`config.mk`:
```
export PLATFORM = sky130hd
export DESIGN_NAME = kbd_text_buffer_flat
export DESIGN_NICKNAME = d
export VERILOG_FILES = /design/src/rtl/kbd_text_buffer_pkg.sv /design/src/rtl/kbd_text_buffer_if.sv /design/src/rtl/kbd_text_buffer_ram.sv /design/src/rtl/kbd_text_buffer.sv /design/src/flat_wrapper.sv
export SDC_FILE = /design/constraint.sdc
export NUM_CORES = 1
export LEC_CHECK = 0
export CAP_MARGIN = 20
export CORE_MARGIN = 3
export CORE_UTILIZATION = 55
export DETAILED_ROUTE_END_ITERATION = 10
export PLACE_DENSITY = 0.76
export SLEW_MARGIN = 10
export SYNTH_ARGS = -nofsm -noshare
export SYNTH_HDL_FRONTEND = slang
export SYNTH_HIERARCHICAL = 1
export SYNTH_SLANG_ARGS = --single-unit
```
`constraint.sdc`:
```
create_clock -name clk -period 3.3 [get_ports clk]
set_input_delay 0.66 -clock clk [delete_from_list [all_inputs] [get_ports clk]]
set_output_delay 0.66 -clock clk [all_outputs]
set_load 0.02 [all_outputs]
```
`src/rtl/kbd_text_buffer_pkg.sv`:
```
`default_nettype none
// ============================================================================
// Module  : kbd_pkg
// Purpose : Shared constants for the keyboard text buffer. Holds the PS/2
//           set-2 scan codes that act as editing commands, the blank
//           character, and the two-state controller encoding.
// Ports   : none (package)
// Revision: 1.0 - initial release
// ============================================================================
package kbd_pkg;

  // Non-extended command codes
  localparam logic [7:0] KC_BKSP     = 8'h66;
  localparam logic [7:0] KC_ENTER    = 8'h5A;
  localparam logic [7:0] KC_ESC      = 8'h76;
  // E0-extended command codes
  localparam logic [7:0] KC_LEFT     = 8'h6B;
  localparam logic [7:0] KC_RIGHT    = 8'h74;

  localparam logic [7:0] ASCII_SPACE = 8'h20;

  // Controller states
  localparam logic [0:0] ST_CLEAR    = 1'b0;
  localparam logic [0:0] ST_IDLE     = 1'b1;

endpackage
`default_nettype wire

```
`src/rtl/kbd_text_buffer_if.sv`:
```
`default_nettype none
// ============================================================================
// Module  : kbd_text_buffer_if
// Purpose : Bundles the key-event strobe, the display read port and the
//           status outputs of the text buffer.
// Ports   : master drives key_valid/key_make/key_ext/keycode/ascii/rd_addr
//           and observes rd_data/cursor/busy/full; slave is the buffer side.
// Revision: 1.0 - initial release
// ============================================================================
interface kbd_text_buffer_if #(
  parameter int AW = 5
);
  logic          key_valid;
  logic          key_make;
  logic          key_ext;
  logic [7:0]    keycode;
  logic [7:0]    ascii;
  logic [AW-1:0] rd_addr;
  logic [7:0]    rd_data;
  logic [AW-1:0] cursor;
  logic          busy;
  logic          full;

  modport master (
    output key_valid, key_make, key_ext, keycode, ascii, rd_addr,
    input  rd_data, cursor, busy, full
  );

  modport slave (
    input  key_valid, key_make, key_ext, keycode, ascii, rd_addr,
    output rd_data, cursor, busy, full
  );
endinterface
`default_nettype wire

```
`src/rtl/kbd_text_buffer_ram.sv`:
```
`default_nettype none
// ============================================================================
// Module  : text_ram
// Purpose : Simple dual-port 8-bit character store. Synchronous write,
//           registered read with read-before-write behaviour on a same-address
//           collision. Addresses past the last word read back as a space.
// Ports   : clk, reset_n (resets the read register only), we_i/waddr_i/
//           wdata_i write port, raddr_i read address, rdata_o read data.
// Revision: 1.0 - initial release
// ============================================================================
module text_ram
  import kbd_pkg::*;
#(
  parameter int DEPTH = 32,
  parameter int AW    = 5
) (
  input  logic          clk,
  input  logic          reset_n,
  input  logic          we_i,
  input  logic [AW-1:0] waddr_i,
  input  logic [7:0]    wdata_i,
  input  logic [AW-1:0] raddr_i,
  output logic [7:0]    rdata_o
);

  localparam logic [AW:0] c_DEPTH = (AW+1)'(DEPTH);

  logic [7:0] mem_q [DEPTH];
  logic [7:0] rdata_q;

  always_ff @(posedge clk) begin
    if (we_i) begin
      mem_q[waddr_i] <= wdata_i;
    end
  end

  always_ff @(posedge clk) begin
    if (!reset_n) begin
      rdata_q <= ASCII_SPACE;
    end else if ({1'b0, raddr_i} >= c_DEPTH) begin
      rdata_q <= ASCII_SPACE;
    end else begin
      rdata_q <= mem_q[raddr_i];
    end
  end

  assign rdata_o = rdata_q;

endmodule
`default_nettype wire

```
`src/rtl/kbd_text_buffer.sv`:
```
`default_nettype none
// ============================================================================
// Module  : kbd_text_buffer
// Purpose : Character-cell text buffer fed by decoded PS/2 key events.
//           Printable keys are written at the cursor; Backspace, Enter, Esc
//           and the extended arrow keys edit or move the cursor. Reset and Esc
//           blank the whole buffer with a one-cell-per-cycle sweep.
// Ports   : clk, reset_n (sync, active low), bus (slave side of
//           kbd_text_buffer_if: key events in, display read port and
//           cursor/busy/full status out).
// Revision: 1.0 - initial release
// ============================================================================
module kbd_text_buffer
  import kbd_pkg::*;
#(
  parameter int COLS = 16,
  parameter int ROWS = 2,
  parameter int WRAP = 1
) (
  input  logic              clk,
  input  logic              reset_n,
  kbd_text_buffer_if.slave  bus
);

  localparam int          DEPTH   = COLS * ROWS;
  localparam int          AW      = $clog2(DEPTH);
  localparam logic [AW-1:0] c_LAST  = AW'(DEPTH - 1);
  localparam logic [AW:0]   c_DEPTH = (AW+1)'(DEPTH);
  localparam logic          c_WRAP  = (WRAP != 0);

  logic [0:0]    state_q,  state_d;
  logic [AW-1:0] sweep_q,  sweep_d;
  logic [AW-1:0] cursor_q, cursor_d;
  logic          full_q,   full_d;

  logic          we;
  logic [AW-1:0] waddr;
  logic [7:0]    wdata;
  logic          key_accept;
  logic [AW:0]   next_row;

  assign key_accept = bus.key_valid && bus.key_make;

  // Start of the row below the cursor; may equal DEPTH on the last row.
  assign next_row = (AW+1)'((int'(cursor_q) / COLS + 1) * COLS);

  always_comb begin
    state_d  = state_q;
    sweep_d  = sweep_q;
    cursor_d = cursor_q;
    full_d   = full_q;
    we       = 1'b0;
    waddr    = cursor_q;
    wdata    = ASCII_SPACE;

    if (state_q == ST_CLEAR) begin
      // The sweep owns the write port; key events are dropped meanwhile.
      we    = 1'b1;
      waddr = sweep_q;
      if (sweep_q == c_LAST) begin
        state_d = ST_IDLE;
        sweep_d = '0;
      end else begin
        sweep_d = sweep_q + AW'(1);
      end
    end else if (key_accept) begin
      if (bus.key_ext) begin
        if (bus.keycode == KC_LEFT) begin
          full_d = 1'b0;
          if (cursor_q != '0) cursor_d = cursor_q - AW'(1);
        end else if (bus.keycode == KC_RIGHT) begin
          full_d = 1'b0;
          if (cursor_q != c_LAST) cursor_d = cursor_q + AW'(1);
        end
      end else begin
        case (bus.keycode)
          KC_BKSP: begin
            full_d = 1'b0;
            if (cursor_q != '0) begin
              cursor_d = cursor_q - AW'(1);
              we       = 1'b1;
              waddr    = cursor_q - AW'(1);
            end
          end
          KC_ENTER: begin
            if (next_row < c_DEPTH) begin
              cursor_d = next_row[AW-1:0];
            end else if (c_WRAP) begin
              cursor_d = '0;
            end
          end
          KC_ESC: begin
            cursor_d = '0;
            full_d   = 1'b0;
            state_d  = ST_CLEAR;
            sweep_d  = '0;
          end
          default: begin
            if (bus.ascii != 8'h00 && !full_q) begin
              we    = 1'b1;
              wdata = bus.ascii;
              if (cursor_q == c_LAST) begin
                // Without wrap the cursor parks on the last cell and locks.
                if (c_WRAP) cursor_d = '0;
                else        full_d   = 1'b1;
              end else begin
                cursor_d = cursor_q + AW'(1);
              end
            end
          end
        endcase
      end
    end
  end

  always_ff @(posedge clk) begin
    if (!reset_n) begin
      state_q  <= ST_CLEAR;
      sweep_q  <= '0;
      cursor_q <= '0;
      full_q   <= 1'b0;
    end else begin
      state_q  <= state_d;
      sweep_q  <= sweep_d;
      cursor_q <= cursor_d;
      full_q   <= full_d;
    end
  end

  // Writes are suppressed during reset so a key strobe coincident with
  // reset cannot leave a character behind.
  text_ram #(
    .DEPTH (DEPTH),
    .AW    (AW)
  ) u_ram (
    .clk     (clk),
    .reset_n (reset_n),
    .we_i    (we && reset_n),
    .waddr_i (waddr),
    .wdata_i (wdata),
    .raddr_i (bus.rd_addr),
    .rdata_o (bus.rd_data)
  );

  assign bus.cursor = cursor_q;
  assign bus.busy   = (state_q == ST_CLEAR);
  assign bus.full   = full_q;

endmodule
`default_nettype wire

```
`src/flat_wrapper.sv`:
```
// flat-port wrapper written by rule: the top's interface ports become plain ports
module kbd_text_buffer_flat import kbd_pkg::*;
#(
  parameter int COLS = 16,
  parameter int ROWS = 2,
  parameter int WRAP = 1
)
  (clk, reset_n, bus_key_valid, bus_key_make, bus_key_ext, bus_keycode, bus_ascii, bus_rd_addr, bus_rd_data, bus_cursor, bus_busy, bus_full);
  kbd_text_buffer_if #(.AW((5))) bus_i ();
  input  logic clk;
  input  logic reset_n;
  input wire logic [$bits(bus_i.key_valid)-1:0] bus_key_valid;
  input wire logic [$bits(bus_i.key_make)-1:0] bus_key_make;
  input wire logic [$bits(bus_i.key_ext)-1:0] bus_key_ext;
  input wire logic [$bits(bus_i.keycode)-1:0] bus_keycode;
  input wire logic [$bits(bus_i.ascii)-1:0] bus_ascii;
  input wire logic [$bits(bus_i.rd_addr)-1:0] bus_rd_addr;
  output wire logic [$bits(bus_i.rd_data)-1:0] bus_rd_data;
  output wire logic [$bits(bus_i.cursor)-1:0] bus_cursor;
  output wire logic [$bits(bus_i.busy)-1:0] bus_busy;
  output wire logic [$bits(bus_i.full)-1:0] bus_full;
  assign bus_i.key_valid = bus_key_valid;
  assign bus_i.key_make = bus_key_make;
  assign bus_i.key_ext = bus_key_ext;
  assign bus_i.keycode = bus_keycode;
  assign bus_i.ascii = bus_ascii;
  assign bus_i.rd_addr = bus_rd_addr;
  assign bus_rd_data = bus_i.rd_data;
  assign bus_cursor = bus_i.cursor;
  assign bus_busy = bus_i.busy;
  assign bus_full = bus_i.full;
  kbd_text_buffer #(.COLS(COLS), .ROWS(ROWS), .WRAP(WRAP)) u_core (.clk(clk), .reset_n(reset_n), .bus(bus_i));
endmodule
```
==> results <==
==> cells in the mapped netlist, types with 5 or more instances <==
master	number	share of area
buf_2	5	0.0022
dfxtp_1	19	0.033
edfxtp_1	256	0.67
inv_1	10	0.0033
clkbuf_1	12	0.0039
nand3_1	9	0.0039
nor3_1	5	0.0022
a22oi_1	17	0.011
nand2_1	8	0.0026
buf_6	5	0.0049
nand2b_1	5	0.0027
a31oi_1	9	0.0049
nand3b_1	8	0.0053
a21oi_1	15	0.0066
a221oi_1	7	0.0054
o21a_1	5	0.0033
mux4_2	24	0.047
ha_1	5	0.0055
o21ai_0	12	0.0053
nor2_1	59	0.019
mux4_1	25	0.057
mux2_2	15	0.015
and2_1	9	0.0049
o221ai_1	7	0.0054
mux2i_1	35	0.031
==> worst max-delay path: stages <==
cell and delay, ps:
clkdlybuf4s50_1 520, nor4b_2 290, nand3_1 160, nor3_2 200
buf_4 170, nand2_1 50, o211ai_1 100, o21ai_0 270
or3b_2 620, nor2_1 140, buf_4 180
==> power groups by stage <==
stage | logic, mW | registers, mW | clock network [mW]
final | 0.340 | 3.80 | 2.92
after global routing | 0.361 | 3.80 | 3.07
after CTS | 0.338 | 3.80 | 2.95
after detailed placement | 0.336 | 3.87 | 0
after global placement | 0.325 | 3.87 | 0
after floorplan | 0.198 | 3.88 | 0
==> registers in the layout (all words and copies together), names as in the netlist <==
name,count
u_core/u_ram/rdata_o,8
u_core/bus.cursor,5
u_core/state_q,1
u_core/sweep_q,5
u_core/u_ram/mem_q,256
==> per-stage QoR <==
step | hold WS [ps] | worst slack (ps) | total power, mW | setup TNS, ps
5_1_grt | 559.3 | 1.556 | 7.232 | 0
3_3_place_gp | 491.1 | -230.2 | 4.193 | -45710
2_1_floorplan | 471.5 | -12.37 | 4.074 | -587.1
3_5_place_dp | 523.4 | -407.4 | 4.206 | -81810
4_1_cts | 531.4 | 98.98 | 7.089 | 0
6_report | 525.5 | 172.0 | 7.055 | 0
==> per-layer routing <==
metal	GRT usage	wire, microns
met1	0.3156	9810
met2	0.3710	12440
met3	0.04545	2266
met4	0.08554	898
met5	0	0
==> worst min-delay path by stage <==
stage | startpoint | to | slack [ps] | depth (start not counted)
detailed placement | u_core/sweep_q[3] | u_core/sweep_q[3] | 520 | 2
finish | u_core/sweep_q[3] | u_core/sweep_q[3] | 530 | 2
global placement | u_core/sweep_q[3] | u_core/sweep_q[3] | 490 | 2
global route | u_core/sweep_q[3] | u_core/sweep_q[3] | 560 | 2
CTS | u_core/sweep_q[3] | u_core/sweep_q[3] | 530 | 2
floorplan | u_core/sweep_q[3] | u_core/sweep_q[3] | 470 | 2
==> cell families after synthesis <==
logic type / Yosys count
AO/OA/AOI/OAI: 92
XOR/XNOR: 1
adder cells (fa/ha/maj): 5
buffers and inverters: 42
flip-flops: 275
multiplexers: 99
other: 1
AND/OR/NAND/NOR: 128
==> layout make-up <==
type | count | area (sq um)
repair buffers | 115 | 1028
flip-flops and latches | 275 | 8068
well taps | 270 | 337.8
clock buffers | 32 | 714.4
clock inverters | 16 | 132.6
inverters | 10 | 37.54
multi-input cells | 326 | 3138
fillers | 1310 | 6908
==> impl_metrics.tcl <==
set metrics [dict create \
    status "complete, no violations" \
    synth_compound_area_frac 0.05765 \
    hold_buffers 0 \
    internal-power_mw 5.641 \
    synth_area_sq_um 11440 \
    areaGrowthSynthToFinish_pct 17.64 \
    worst_pin_slew_ps 906.3 \
    slew_viol_final 0 \
    start_kind "input port" \
    startpoint "bus_keycode[2]" \
    layout-drive-gt1-share 0.2274 \
    initialDrtViolationCount 577 \
    cts_tree "yes" \
    fin_worst_skew_ps 17.61 \
    power_density_nw_per_um2 524.2 \
    synth_edf_count 256 \
    fin_crit_sh 0.9479 \
    clkLatencyLatePin_ps 530 \
    setup-violations-final 0 \
    overflow 0 \
    final-instance-count-excl-fill 1044 \
    postSynthCellCount 643 \
    wire_per_inst_microns 24.34 \
    postCtsSetupBuffers 0 \
    cts_made_buffers 27 \
    grt_max_degree 45 \
    rr_worst_depth 10 \
    max_freq_mhz 319.7 \
    die-area_sq_um 22560 \
    clkPwrFrac 0.414 \
    antenna_found_initial 0 \
    worstReg2RegEnd "u_core/u_ram/mem_q[18][5]" \
    drc 0 \
    start_util 0.5617 \
    synth-adder-area-share 0.005469 \
    synthMuxAreaShare 0.1501 \
    ios 41 \
    critical_path_class "in -> reg" \
    cp.required_ps 3530 \
    totalWireLength_microns 25410 \
    synth_cell_type_count 60 \
    cts-htree-levels 1 \
    swShare 0.2004 \
    layout_commonest_cell "edfxtp_1" \
    vdd_drop_max_mv 0.5654 \
    numPlacedInstances 996 \
    ys_ff_latch 275 \
    viasPerCell 6.221 \
    holdCritPathClass "reg -> reg" \
    crit_end "u_core/u_ram/mem_q[18][5]" \
    n_antenna_cell 0 \
    die_x_microns 150.2 \
    layout.nets 786 \
    endpoint_kind "register" \
    first_pass_iters 5 \
    synthesis.nets 674 \
    synthArstFlopShare 0 \
    rsz0062_at_grt "no" \
    r2r_setup_slack_ps 470 \
    finalInstanceArea_sq_um 13460 \
    die_height_microns 150.2 \
    final_cell_mix "edfxtp_1, buf_4, nor2_1" \
    drv_cap 0 \
    yosys.area_share.xor_xnor 0.0007657 \
    clockRootBuffer "clkbuf_16" \
    cts_buffer_depth 3 \
    slew_headroom 0.3958 \
    synthSimpleGateAreaFrac 0.05951 \
    comb_power_share 0.048 \
    placed_area_sq_um 12600 \
    arrival_ps 3360 \
    grt_pass1_wl_microns 38610 \
    dp_hpwl_microns 16150 \
    gp_congestion 0.8782 \
    grt_pass1_vias 6580 \
    coreArea_sq_um 20360 \
    switching_power_mw 1.414 \
    seq_power_share 0.538 \
    finish.utilization 0.6608 \
    core.rowCount 52 \
    num_vias 6495 \
    clk_pin_slew_ps 60 \
    cts.sinks 275 \
    period_needed_ps 3128 \
    ys.flop_type "edfxtp_1" \
    hold_viol_final 0 \
    io_buffer_count 39 \
    leakage_nw 4.734 \
    r2r_start "u_core/bus.cursor[0]" \
    syn_avg_cell_area_sq_um 17.79 \
    final_antenna_net_count 0 \
    grt.total_usage 0.2299 \
    ys_seq_area_frac 0.7053 \
    synth-warning-count 6 \
    crit_path_max_fanout 8 \
    ctsResizeCount 0 \
    synth_top_family_by_area "multiplexers" \
]
Power figures use the tool's default switching activity.
